**config.mk**
```make
export PLATFORM = sky130hd
export DESIGN_NAME = ex_mem_pipe_flat
export DESIGN_NICKNAME = d
export VERILOG_FILES = /design/src/rtl/ex_mem_pipe_if.sv /design/src/rtl/ex_mem_pipe.sv /design/src/flat_wrapper.sv
export SDC_FILE = /design/constraint.sdc
export NUM_CORES = 1
export LEC_CHECK = 0
export BUFFER_PORTS_ARGS = -buffer_cell sky130_fd_sc_hd__buf_2
export CAP_MARGIN = 0
export CORE_AREA = 2 2 186 188
export DETAILED_ROUTE_END_ITERATION = 10
export DIE_AREA = 0 0 188 190
export PLACE_DENSITY = 0.55
export SLEW_MARGIN = 20
export SYNTH_ARGS = -nofsm -noshare
export SYNTH_HDL_FRONTEND = slang
export SYNTH_SLANG_ARGS = --single-unit
```
**constraint.sdc**
```tcl
create_clock -name clk -period 5.3 [get_ports clk]
set_input_delay 1.59 -clock clk [delete_from_list [all_inputs] [get_ports clk]]
set_output_delay 1.59 -clock clk [all_outputs]
set_load 0.01 [all_outputs]
```
**src/rtl/ex_mem_pipe_if.sv**
```systemverilog
// ex_mem_pipe_if: one EX->MEM entry bus (valid/ready handshake plus payload).
//   valid, ready         handshake
//   alu                  ALU result, also the memory address
//   store_data           rs2 value for stores
//   pc                   instruction pc
//   rd, rd_we            destination register and its write enable
//   mem_read, mem_write  load / store
//   mem_size             funct3: [1:0] log2 bytes, [2] unsigned load
// The master modport produces an entry; the slave modport consumes it.
interface ex_mem_pipe_if #(
   parameter int XLEN = 64,
   parameter int REGW = 5
);
   logic            valid;
   logic            ready;
   logic [XLEN-1:0] alu;
   logic [XLEN-1:0] store_data;
   logic [XLEN-1:0] pc;
   logic [REGW-1:0] rd;
   logic            rd_we;
   logic            mem_read;
   logic            mem_write;
   logic [2:0]      mem_size;

   modport master (
      output valid, alu, store_data, pc, rd, rd_we, mem_read, mem_write, mem_size,
      input  ready
   );

   modport slave (
      input  valid, alu, store_data, pc, rd, rd_we, mem_read, mem_write, mem_size,
      output ready
   );
endinterface

```
**src/rtl/ex_mem_pipe.sv**
```systemverilog
// ex_mem_pipe: EX->MEM pipeline stage.
//   Registers the ALU result and memory-control payload coming out of execute,
//   flags misaligned memory accesses, and drives a forwarding port from its
//   output register back to execute operand selection.
// Ports:
//   clk, rst     clock; synchronous active-high reset (wins over flush)
//   flush        drops every held entry and any entry accepted this cycle
//   ex           slave side of the entry bus (from execute)
//   mem          master side of the entry bus (to MEM)
//   misaligned   memory op address not aligned to its access size
//   fwd_valid    forwarding candidate present (non-load writer of rd)
//   fwd_rd       forwarded register index
//   fwd_data     forwarded value (ALU result)
// Build option:
//   EX_MEM_SKID_EN  defined -> two entries (main + skid), in_ready driven from
//                   a register so it no longer depends on mem.ready.
//                   undefined -> single register, in_ready combinational.
module ex_mem_pipe #(
   parameter int XLEN = 64,
   parameter int REGW = 5
) (
   input  logic            clk,
   input  logic            rst,
   input  logic            flush,
   ex_mem_pipe_if.slave    ex,
   ex_mem_pipe_if.master   mem,
   output logic            misaligned,
   output logic            fwd_valid,
   output logic [REGW-1:0] fwd_rd,
   output logic [XLEN-1:0] fwd_data
);

   typedef struct packed {
      logic [XLEN-1:0] alu;
      logic [XLEN-1:0] store_data;
      logic [XLEN-1:0] pc;
      logic [REGW-1:0] rd;
      logic            rd_we;
      logic            mem_read;
      logic            mem_write;
      logic [2:0]      mem_size;
      logic            mis;
   } entry_t;

   entry_t cap;
   entry_t main_q;
   logic   main_vld;
   logic   in_fire;

   assign in_fire = ex.valid & ex.ready;

   // Entry as it will be stored. A write to x0 is dropped here so nothing
   // downstream (including forwarding) has to special-case rd == 0.
   always_comb begin
      cap            = '0;
      cap.alu        = ex.alu;
      cap.store_data = ex.store_data;
      cap.pc         = ex.pc;
      cap.rd         = ex.rd;
      cap.rd_we      = ex.rd_we & (ex.rd != '0);
      cap.mem_read   = ex.mem_read;
      cap.mem_write  = ex.mem_write;
      cap.mem_size   = ex.mem_size;
      cap.mis        = 1'b0;
      if (ex.mem_read | ex.mem_write) begin
         case (ex.mem_size[1:0])
            2'd0:    cap.mis = 1'b0;
            2'd1:    cap.mis = ex.alu[0];
            2'd2:    cap.mis = |ex.alu[1:0];
            default: cap.mis = |ex.alu[2:0];
         endcase
      end
   end

`ifdef EX_MEM_SKID_EN
   entry_t skid_q;
   logic   skid_vld;

   // Skid is only ever filled while main is stalled, so a full skid is the
   // one and only reason to refuse an entry.
   assign ex.ready = ~rst & ~skid_vld;

   always_ff @(posedge clk) begin
      if (rst) begin
         main_vld <= 1'b0;
         skid_vld <= 1'b0;
         main_q   <= '0;
         skid_q   <= '0;
      end else if (flush) begin
         main_vld <= 1'b0;
         skid_vld <= 1'b0;
      end else if (~main_vld | mem.ready) begin
         // Main is empty or leaving: the older skid entry goes first.
         if (skid_vld) begin
            main_q   <= skid_q;
            main_vld <= 1'b1;
            skid_vld <= 1'b0;
         end else if (in_fire) begin
            main_q   <= cap;
            main_vld <= 1'b1;
         end else begin
            main_vld <= 1'b0;
         end
      end else if (in_fire) begin
         skid_q   <= cap;
         skid_vld <= 1'b1;
      end
   end
`else
   logic out_fire;

   assign out_fire = main_vld & mem.ready;
   assign ex.ready = ~rst & (~main_vld | mem.ready);

   always_ff @(posedge clk) begin
      if (rst) begin
         main_vld <= 1'b0;
         main_q   <= '0;
      end else if (flush) begin
         main_vld <= 1'b0;
      end else if (in_fire) begin
         // Covers simultaneous out-fire too: the new entry replaces the old.
         main_q   <= cap;
         main_vld <= 1'b1;
      end else if (out_fire) begin
         main_vld <= 1'b0;
      end
   end
`endif

   assign mem.valid      = main_vld;
   assign mem.alu        = main_q.alu;
   assign mem.store_data = main_q.store_data;
   assign mem.pc         = main_q.pc;
   assign mem.rd         = main_q.rd;
   assign mem.rd_we      = main_q.rd_we;
   assign mem.mem_read   = main_q.mem_read;
   assign mem.mem_write  = main_q.mem_write;
   assign mem.mem_size   = main_q.mem_size;
   assign misaligned     = main_q.mis;

   // Load data does not exist until MEM, so loads never forward from here.
   assign fwd_valid = main_vld & main_q.rd_we & ~main_q.mem_read;
   assign fwd_rd    = main_q.rd;
   assign fwd_data  = main_q.alu;

endmodule
```
**src/flat_wrapper.sv**
```systemverilog
// flat-port wrapper written by rule: the top's interface ports become plain ports
module ex_mem_pipe_flat 
#(
   parameter int XLEN = 64,
   parameter int REGW = 5
)
  (clk, rst, flush, misaligned, fwd_valid, fwd_rd, fwd_data, ex_valid, ex_alu, ex_store_data, ex_pc, ex_rd, ex_rd_we, ex_mem_read, ex_mem_write, ex_mem_size, ex_ready, mem_valid, mem_alu, mem_store_data, mem_pc, mem_rd, mem_rd_we, mem_mem_read, mem_mem_write, mem_mem_size, mem_ready);
  ex_mem_pipe_if #(.XLEN(XLEN), .REGW(REGW)) ex_i ();
  ex_mem_pipe_if #(.XLEN(XLEN), .REGW(REGW)) mem_i ();
  input  logic clk;
  input  logic rst;
  input  logic flush;
  output logic misaligned;
  output logic fwd_valid;
  output logic [REGW-1:0] fwd_rd;
  output logic [XLEN-1:0] fwd_data;
  input wire logic [$bits(ex_i.valid)-1:0] ex_valid;
  input wire logic [$bits(ex_i.alu)-1:0] ex_alu;
  input wire logic [$bits(ex_i.store_data)-1:0] ex_store_data;
  input wire logic [$bits(ex_i.pc)-1:0] ex_pc;
  input wire logic [$bits(ex_i.rd)-1:0] ex_rd;
  input wire logic [$bits(ex_i.rd_we)-1:0] ex_rd_we;
  input wire logic [$bits(ex_i.mem_read)-1:0] ex_mem_read;
  input wire logic [$bits(ex_i.mem_write)-1:0] ex_mem_write;
  input wire logic [$bits(ex_i.mem_size)-1:0] ex_mem_size;
  output wire logic [$bits(ex_i.ready)-1:0] ex_ready;
  output wire logic [$bits(mem_i.valid)-1:0] mem_valid;
  output wire logic [$bits(mem_i.alu)-1:0] mem_alu;
  output wire logic [$bits(mem_i.store_data)-1:0] mem_store_data;
  output wire logic [$bits(mem_i.pc)-1:0] mem_pc;
  output wire logic [$bits(mem_i.rd)-1:0] mem_rd;
  output wire logic [$bits(mem_i.rd_we)-1:0] mem_rd_we;
  output wire logic [$bits(mem_i.mem_read)-1:0] mem_mem_read;
  output wire logic [$bits(mem_i.mem_write)-1:0] mem_mem_write;
  output wire logic [$bits(mem_i.mem_size)-1:0] mem_mem_size;
  input wire logic [$bits(mem_i.ready)-1:0] mem_ready;
  assign ex_i.valid = ex_valid;
  assign ex_i.alu = ex_alu;
  assign ex_i.store_data = ex_store_data;
  assign ex_i.pc = ex_pc;
  assign ex_i.rd = ex_rd;
  assign ex_i.rd_we = ex_rd_we;
  assign ex_i.mem_read = ex_mem_read;
  assign ex_i.mem_write = ex_mem_write;
  assign ex_i.mem_size = ex_mem_size;
  assign ex_ready = ex_i.ready;
  assign mem_valid = mem_i.valid;
  assign mem_alu = mem_i.alu;
  assign mem_store_data = mem_i.store_data;
  assign mem_pc = mem_i.pc;
  assign mem_rd = mem_i.rd;
  assign mem_rd_we = mem_i.rd_we;
  assign mem_mem_read = mem_i.mem_read;
  assign mem_mem_write = mem_i.mem_write;
  assign mem_mem_size = mem_i.mem_size;
  assign mem_i.ready = mem_ready;
  ex_mem_pipe #(.XLEN(XLEN), .REGW(REGW)) u_core (.clk(clk), .rst(rst), .flush(flush), .ex(ex_i), .mem(mem_i), .misaligned(misaligned), .fwd_valid(fwd_valid), .fwd_rd(fwd_rd), .fwd_data(fwd_data));
endmodule
```
# ---- Word-level counts from Yosys, hierarchy flattened
# Index checks and enable logic that the tools add are counted.
dict set report word_totals {
  output_inout_bits 276
  regBits 205
  mem_bits_rw 0
  mem_bits_ro 0
  latchBits 0
  memories 0
}
dict set report op_classes {
  shifts 0
  n_mul 0
  mux 4
  n_reduce_logical 7
  div_mod_pow 0
  n_lt_le_gt_ge 0
  n_bitwise 12
  addsub 0
  eq_ne 2
}
# op count
set op_table {}
lappend op_table {{1-bit AND} 6}
lappend op_table {{5-bit nonzero test} 1}
lappend op_table {{1-bit NOT} 4}
lappend op_table {{2-bit OR reduction} 2}
lappend op_table {{1-bit 2-to-1 mux} 3}
lappend op_table {{1-bit case mux with 3 select lines} 1}
lappend op_table {{3-bit OR reduction} 1}
lappend op_table {{2-bit by 1-bit equality test with 1-bit output, second input constant} 1}
lappend op_table {{2-bit equality test, second input constant} 1}
lappend op_table {{2-bit zero test} 1}
lappend op_table {{1-bit OR} 2}
lappend op_table {{2-bit AND reduction} 1}
lappend op_table {{2-bit nonzero test} 1}

# ---- Logic depth before layout (Yosys ltp)
# Gate-level depths: netlist of run 1.
dict set report depth {
  word_depth 5
  ltp_mapped 6
  ltp_nobuf 3
}

# ---- Worst setup path before layout of run 1
# OpenSTA, ideal clock, no wires.
dict set report synth_timing {
  path_kind {input-to-output}
  startpoint {input mem_ready}
  endpoint {output ex_ready}
  arrival_ps 2319
  required_time_ps 3710
  path_slack_ps 1391
  n_path_buf 3
  path_stages 5
  cell_sequence {nor2b_1 -> buf_2 -> buf_2 -> clkbuf_1 -> nor2_1}
}
dict set report synth_via {
  elab_chain_cells 2
}
# item line_no
set synth_rtl {}
lappend synth_rtl {{from (decl)} flat_wrapper.sv:36} ;# input wire logic [$bits(mem_i.ready)-1:0] mem_ready;
lappend synth_rtl {{1-bit OR} ex_mem_pipe.sv:113} ;# assign ex.ready = ~rst & (~main_vld | mem.ready);
lappend synth_rtl {{1-bit AND} ex_mem_pipe.sv:113}
lappend synth_rtl {{to (decl)} flat_wrapper.sv:26} ;# output wire logic [$bits(ex_i.ready)-1:0] ex_ready;
# Every way passes these cells.

# ---- Worst setup path in the final report of run 1
dict set report layout_timing {
  startpoint {input rst}
  endpoint {output ex_ready}
}
dict set report layout_via {
  elab_chain_cells 2
}
# item line_no
set layout_rtl {}
lappend layout_rtl {{from (decl)} flat_wrapper.sv:11} ;# input logic rst;
lappend layout_rtl {{1-bit NOT} ex_mem_pipe.sv:113}
lappend layout_rtl {{1-bit AND} ex_mem_pipe.sv:113}
# Every way passes these cells.

==> impl_metrics.env, run 1 <==
export IMPL_synth_xor_area_share_pct=0
export IMPL_detail_route_iter0_violations=432
export IMPL_clockBufferDepth=3
export IMPL_slowest_stage="buf_6"
export IMPL_r2r_cells=4
export IMPL_timing_final_crit_period_ns=3.827
export IMPL_synth_top_cell_area_share_pct=49.52
export IMPL_rsz0062_at_grt="no"
export IMPL_number_of_antenna_violations_at_the_first_check_in_global_routing=2
export IMPL_clock_latency_ns=0.53
export IMPL_synth_fp_nets=1222
export IMPL_final_setup_viol_count=0
export IMPL_grt_pass1_vias=8043
export IMPL_reg2reg_slack_ns=3.36
export IMPL_post_route_period_util_pct=72.22
export IMPL_synth_yosys_warnings=0
export IMPL_finalHoldViolations=0
export IMPL_synth_compound_area_share_pct=25.02
export IMPL_gr_total_overflow=0
export IMPL_number_of_instances_in_the_synthesized_netlist=1014
export IMPL_drt_first_pass_iters=5
export IMPL_cts_buffers_inserted=25
export IMPL_min_path_type="register to register"
export IMPL_start_util_pct=24.41
export IMPL_power_density_cell_area_mw_per_mm2=329.8
export IMPL_crit_chain="buf_6 > nor2_1 > buf_2"
export IMPL_cts_hold_buffers=0
export IMPL_drt_total_wl_mm=30.50
export IMPL_floorplan_core_area_mm2=0.03395
export IMPL_drc=0
export IMPL_cts_tree="yes"
export IMPL_dieArea_mm2=0.03572
export IMPL_layout_drive_gt1_share_pct=39.24
export IMPL_flow_area_growth_from_synthesis_pct=35.98
export IMPL_htree_levels=1
export IMPL_postLayoutCellArea_mm2=0.01127
export IMPL_post_synth_and_or_nand_nor_area_fraction_pct=13.24
export IMPL_viasPerCell=4.783
export IMPL_cts_root_buffer_cell="clkbuf_16"
export IMPL_post_synth_top_area_cell="dfxtp_1"
export IMPL_synth_sequential_area_ratio_pct=49.52
export IMPL_endpoint_kind="primary output"
export IMPL_vdd_drop_max_mv=0.1899
export IMPL_num_rows=68
export IMPL_globalRouteTotalUtil_pct=15.77
export IMPL_clock_sink_count=205
export IMPL_fin_skew_ns=0.01463
export IMPL_vias_after_detailed_routing=8734
export IMPL_max_stage_delay_ns=0.32
export IMPL_timing_slew_headroom_pct=32.94
export IMPL_ys_types=23
export IMPL_cap_violations=0
export IMPL_hold_path_depth=2
export IMPL_path_clk_slew_ns=0.06
export IMPL_diodes=0
export IMPL_synth_area_mux_share_pct=0
export IMPL_placement_cell_area_mm2=0.01043
export IMPL_combinational_family_with_the_most_area_after_synthesis="compound AO/OA/AOI/OAI gates"
export IMPL_status="completed"
export IMPL_slew_violations=0
export IMPL_layout_cells_most_common="buf_2"
export IMPL_worst_ep_arrival_time_ns=2.24
export IMPL_largest_net_degree_at_the_start_of_global_routing=205
export IMPL_critPathLaunchType="input pin"
export IMPL_critical_path_buf_inv_count=2
export IMPL_syn_area_mm2=0.008287
export IMPL_die_width_um=188
export IMPL_worst_min_delay_path_startpoint="u_core.mem.mem_size[1]"
export IMPL_global_route_wire_length_before_repair_mm=46.13
export IMPL_cpLargestDelayFamily="buffers and inverters"
export IMPL_die_height_um=190
export IMPL_timing_worst_setup_path_type="input pin to primary output"
export IMPL_ios=484
export IMPL_timing_fmax_mhz=261.3
export IMPL_postSynthAreaPerCell_um2=8.172
export IMPL_cts_repair_resize_count=0
export IMPL_endpoint_required_time_on_the_critical_path_ns=3.71
export IMPL_regToRegStartpoint="u_core.mem.valid"
export IMPL_detail_route_antenna_nets=0
export IMPL_io_buffers=483
export IMPL_routed_wire_length_per_instance_um=16.70
export IMPL_holdPathEnd="u_core.mem.mem_size[1]"
export IMPL_synth_top_cells_by_area="dfxtp_1 (50%), a21oi_1 (12%), nand3_1 (12%)"
export IMPL_commonest_cells_after_routing_fill_and_taps_aside="buf_2 (482), dfxtp_1 (205), a21oi_1 (203)"
export IMPL_ys_ff_latch=205
export IMPL_final_setup_tns_ns=0
export IMPL_final_net_count=1561
export IMPL_cts_repair_timing_setup_buffer_count=0
export IMPL_hpwl_mm=19.60
export IMPL_timing_critical_path_fanout_max=49
export IMPL_power_static_leakage_nw=5.020
export IMPL_reg2reg_to="u_core.fwd_data[38]"
export IMPL_synth_adder_area_share_pct=0
export IMPL_gp_routability_congestion=0.7955
export IMPL_worst_pin_slew_ns=1.006
==> per-stage QoR <==
stage | total power, W | util [%] | setup WS, ns | instances | hold WS, ns
detailed placement | 0.002020 | 30.72 | 1.467 | 1781 | 0.4635
CTS | 0.003785 | 33.19 | 1.467 | 1826 | 0.4714
global placement | 0.002017 | 30.72 | 1.449 | 1781 | 0.4579
floorplan | 0.001849 | - | 1.391 | 1014 | 0.4984
finish | 0.003716 | 33.19 | 1.473 | 1826 | 0.4709
global route | 0.003879 | 33.19 | 1.425 | 1826 | 0.4841
==> worst max path at each step <==
stage,from,to,cells past startpoint
final,rst,ex_ready,3
after global placement,rst,ex_ready,3
after detailed placement,rst,ex_ready,3
after global routing,rst,ex_ready,3
after CTS,rst,ex_ready,3
after floorplan,mem_ready,ex_ready,5
==> layout make-up <==
| cell class | instances | area (µm²) |
|---|---|---|
| sequential | 205 | 4104 |
| tap | 455 | 569.3 |
| timing repair buffer | 494 | 2569 |
| clock inverter | 8 | 100.1 |
| clock buffer | 37 | 740.7 |
| fill | 3685 | 22680 |
| multi-input combinational | 627 | 3186 |
==> metal layers <==
metal  global-route usage [%]  up-vias  wire [µm]
met2                    25.84      365      14410
li1                         -     4196          -
met4                    3.664        4        488
met1                    20.41     4125      13050
met5                        0        -         25
met3                    4.649       44       2527
==> worst min-delay path: stages, from the launching register on <==
cell and delay, ns:
dfxtp_1 0.30, o21ai_0 0.06, a21oi_1 0.06
==> where the power goes <==
group | switching (W) | internal, W | total (W)
sequential | 0.0000279 | 0.00159 | 0.00162
clock | 0.000671 | 0.00106 | 0.00173
combinational | 0.000214 | 0.000148 | 0.000362
total | 0.000914 | 0.00280 | 0.00372
==> cells by family (layout without fill, tap and decap cells) <==
logic type / after synthesis / count (layout)
compound gates: 412 / 412
simple gates: 215 / 215
flops: 205 / 205
buf+inv: 182 / 539
==> Yosys cell counts (all sizes together) <==
cell type  count
nand2          2
o21a           1
buf           99
nor2b          3
nor3b          1
or4            1
clkbuf        83
nor3           1
nand3        202
a21o           1
o21ai        205
nand2b         1
or3b           1
nor2           3
a21oi        203
dfxtp        205
o211ai         1
o2bb2ai        1
==> state kept, by name (all words and copies together) (netlist names) <==
name / flops
u_core.fwd_data: 64
u_core.fwd_rd: 5
u_core.mem.mem_read: 1
u_core.mem.mem_size: 3
u_core.mem.mem_write: 1
u_core.mem.pc: 64
u_core.mem.rd_we: 1
u_core.mem.store_data: 64
u_core.mem.valid: 1
u_core.misaligned: 1
Note: power is estimated with default switching activity, not from simulation.
==> run 2, diff against run 1 <==
PLACE_DENSITY = 0.57   (was 0.55)
clock period = 3.09 ns   (was 5.3 ns; I/O delays follow)
==> impl_metrics.env, run 2 (synthesized netlist as in run 1, its figures left out) <==
export IMPL_path_clk_slew_ns=0.06
export IMPL_cap_violations=0
export IMPL_drt_total_wl_mm=31.60
export IMPL_critPathLaunchType="input pin"
export IMPL_final_setup_viol_count=0
export IMPL_fin_hold_ws_ns=0.4709
export IMPL_endpoint_kind="primary output"
export IMPL_drt_first_pass_iters=4
export IMPL_status="completed"
export IMPL_htree_levels=1
export IMPL_timing_critical_path_fanout_max=49
export IMPL_hpwl_mm=20.94
export IMPL_dieArea_mm2=0.03572
export IMPL_num_rows=68
export IMPL_diodes=0
export IMPL_fin_skew_ns=0.006450
export IMPL_cts_buffers_inserted=25
export IMPL_power_density_cell_area_mw_per_mm2=575.3
export IMPL_cts_tree="yes"
export IMPL_clock_sink_count=205
export IMPL_utilization_pct=33.38
export IMPL_die_width_um=188
export IMPL_ios=484
export IMPL_drc=0
export IMPL_finalHoldViolations=0
export IMPL_min_path_type="register to register"
export IMPL_crit_chain="buf_6 > nor2_1 > buf_2"
export IMPL_cts_hold_buffers=0
export IMPL_critical_path_buf_inv_count=2
export IMPL_max_stage_delay_ns=0.34
export IMPL_worst_pin_slew_ns=1.140
export IMPL_detail_route_antenna_nets=0
export IMPL_flow_area_growth_from_synthesis_pct=36.74
export IMPL_hold_path_depth=2
export IMPL_power_static_leakage_nw=5.039
export IMPL_start_util_pct=24.41
export IMPL_largest_net_degree_at_the_start_of_global_routing=205
export IMPL_number_of_antenna_violations_at_the_first_check_in_global_routing=1
export IMPL_r2r_cells=4
export IMPL_post_route_period_util_pct=81.68
export IMPL_viasPerCell=4.734
export IMPL_commonest_cells_after_routing_fill_and_taps_aside="buf_2 (482), dfxtp_1 (205), a21oi_1 (203)"
export IMPL_reg2reg_to="u_core.mem.pc[33]"
export IMPL_detail_route_iter0_violations=408
export IMPL_clock_latency_ns=0.52
export IMPL_regToRegStartpoint="u_core.mem.valid"
export IMPL_routed_wire_length_per_instance_um=17.31
export IMPL_io_buffers=483
export IMPL_endpoint_required_time_on_the_critical_path_ns=2.16
export IMPL_timing_slew_headroom_pct=23.99
export IMPL_grt_pass1_vias=8285
export IMPL_global_route_wire_length_before_repair_mm=47.51
export IMPL_cts_root_buffer_cell="clkbuf_16"
export IMPL_worst_min_delay_path_startpoint="u_core.mem.mem_write"
export IMPL_worst_ep_arrival_time_ns=1.60
export IMPL_layout_cells_most_common="buf_2"
export IMPL_rsz0062_at_grt="no"
export IMPL_timing_fmax_mhz=396.2
export IMPL_layout_drive_gt1_share_pct=39.24
export IMPL_cpLargestDelayFamily="buffers and inverters"
export IMPL_vias_after_detailed_routing=8645
export IMPL_reg2reg_slack_ns=1.01
export IMPL_report_power_total_w=0.006519
export IMPL_timing_final_crit_period_ns=2.524
export IMPL_vdd_drop_max_mv=0.3595
export IMPL_final_net_count=1561
export IMPL_gp_routability_congestion=0.8036
export IMPL_slowest_stage="buf_6"
export IMPL_die_height_um=190
export IMPL_final_setup_tns_ns=0
export IMPL_slew_violations=0
export IMPL_gr_total_overflow=0
export IMPL_cts_repair_timing_setup_buffer_count=0
export IMPL_holdPathEnd="u_core.mem.mem_write"
export IMPL_cts_repair_resize_count=0
export IMPL_floorplan_core_area_mm2=0.03395
export IMPL_clockBufferDepth=3
export IMPL_globalRouteTotalUtil_pct=16.42
export IMPL_timing_worst_setup_path_type="input pin to primary output"
[run 2: changes by cell type in the layout (fill, tap and decap cells not counted), sizes merged]
cell | previous run | this run
clkbuf | 37 | 34
bufinv | 2 | 4
inv | 1 | 0
clkinvlp | 1 | 3
[run 2: per-layer routing]
metal / track usage [%] / wire length, µm / vias to the layer above
met5: 0 / 0 / -
met4: 4.543 / 686 / 0
met3: 4.409 / 2576 / 37
met2: 28.20 / 15360 / 379
met1: 20.21 / 12980 / 4033
li1: - / - / 4196
[run 2: area by class of cell]
cell class | instances | area (µm²)
Sequential cell | 205 | 4104
Multi-Input combinational cell | 627 | 3186
Fill cell | 3614 | 22620
Clock inverter | 11 | 166.4
Timing Repair Buffer | 494 | 2606
Clock buffer | 34 | 699.4
Tap cell | 455 | 569.3
[run 2: tightest hold or removal path, delay by kind of cell, from the launching register on]
kind,cells,cell delay [ns]
compound gates,2,0.12
flops,1,0.30
[run 2: report_power, final]
part	internal, W	switching, W
registers	0.00273	0.0000483
logic	0.000257	0.000372
clock network	0.00192	0.00119
total	0.00491	0.00161
[run 2: worst max path at each step]
stage,slack [ns],cells after the start,startpoint,end
2_1_floorplan,0.51,5,mem_ready,ex_ready
4_1_cts,0.55,3,rst,ex_ready
3_3_place_gp,0.56,3,rst,ex_ready
6_report,0.57,3,rst,ex_ready
5_1_grt,0.51,3,rst,ex_ready
3_5_place_dp,0.55,3,rst,ex_ready
[run 2: through the flow]
step	setup WS [ns]	instance area, µm²	instances
2_1_floorplan	0.5072	8287	1014
3_3_place_gp	0.5584	10470	1781
3_5_place_dp	0.5487	10470	1781
4_1_cts	0.5476	11330	1826
5_1_grt	0.5083	11330	1826
6_report	0.5661	11330	1826
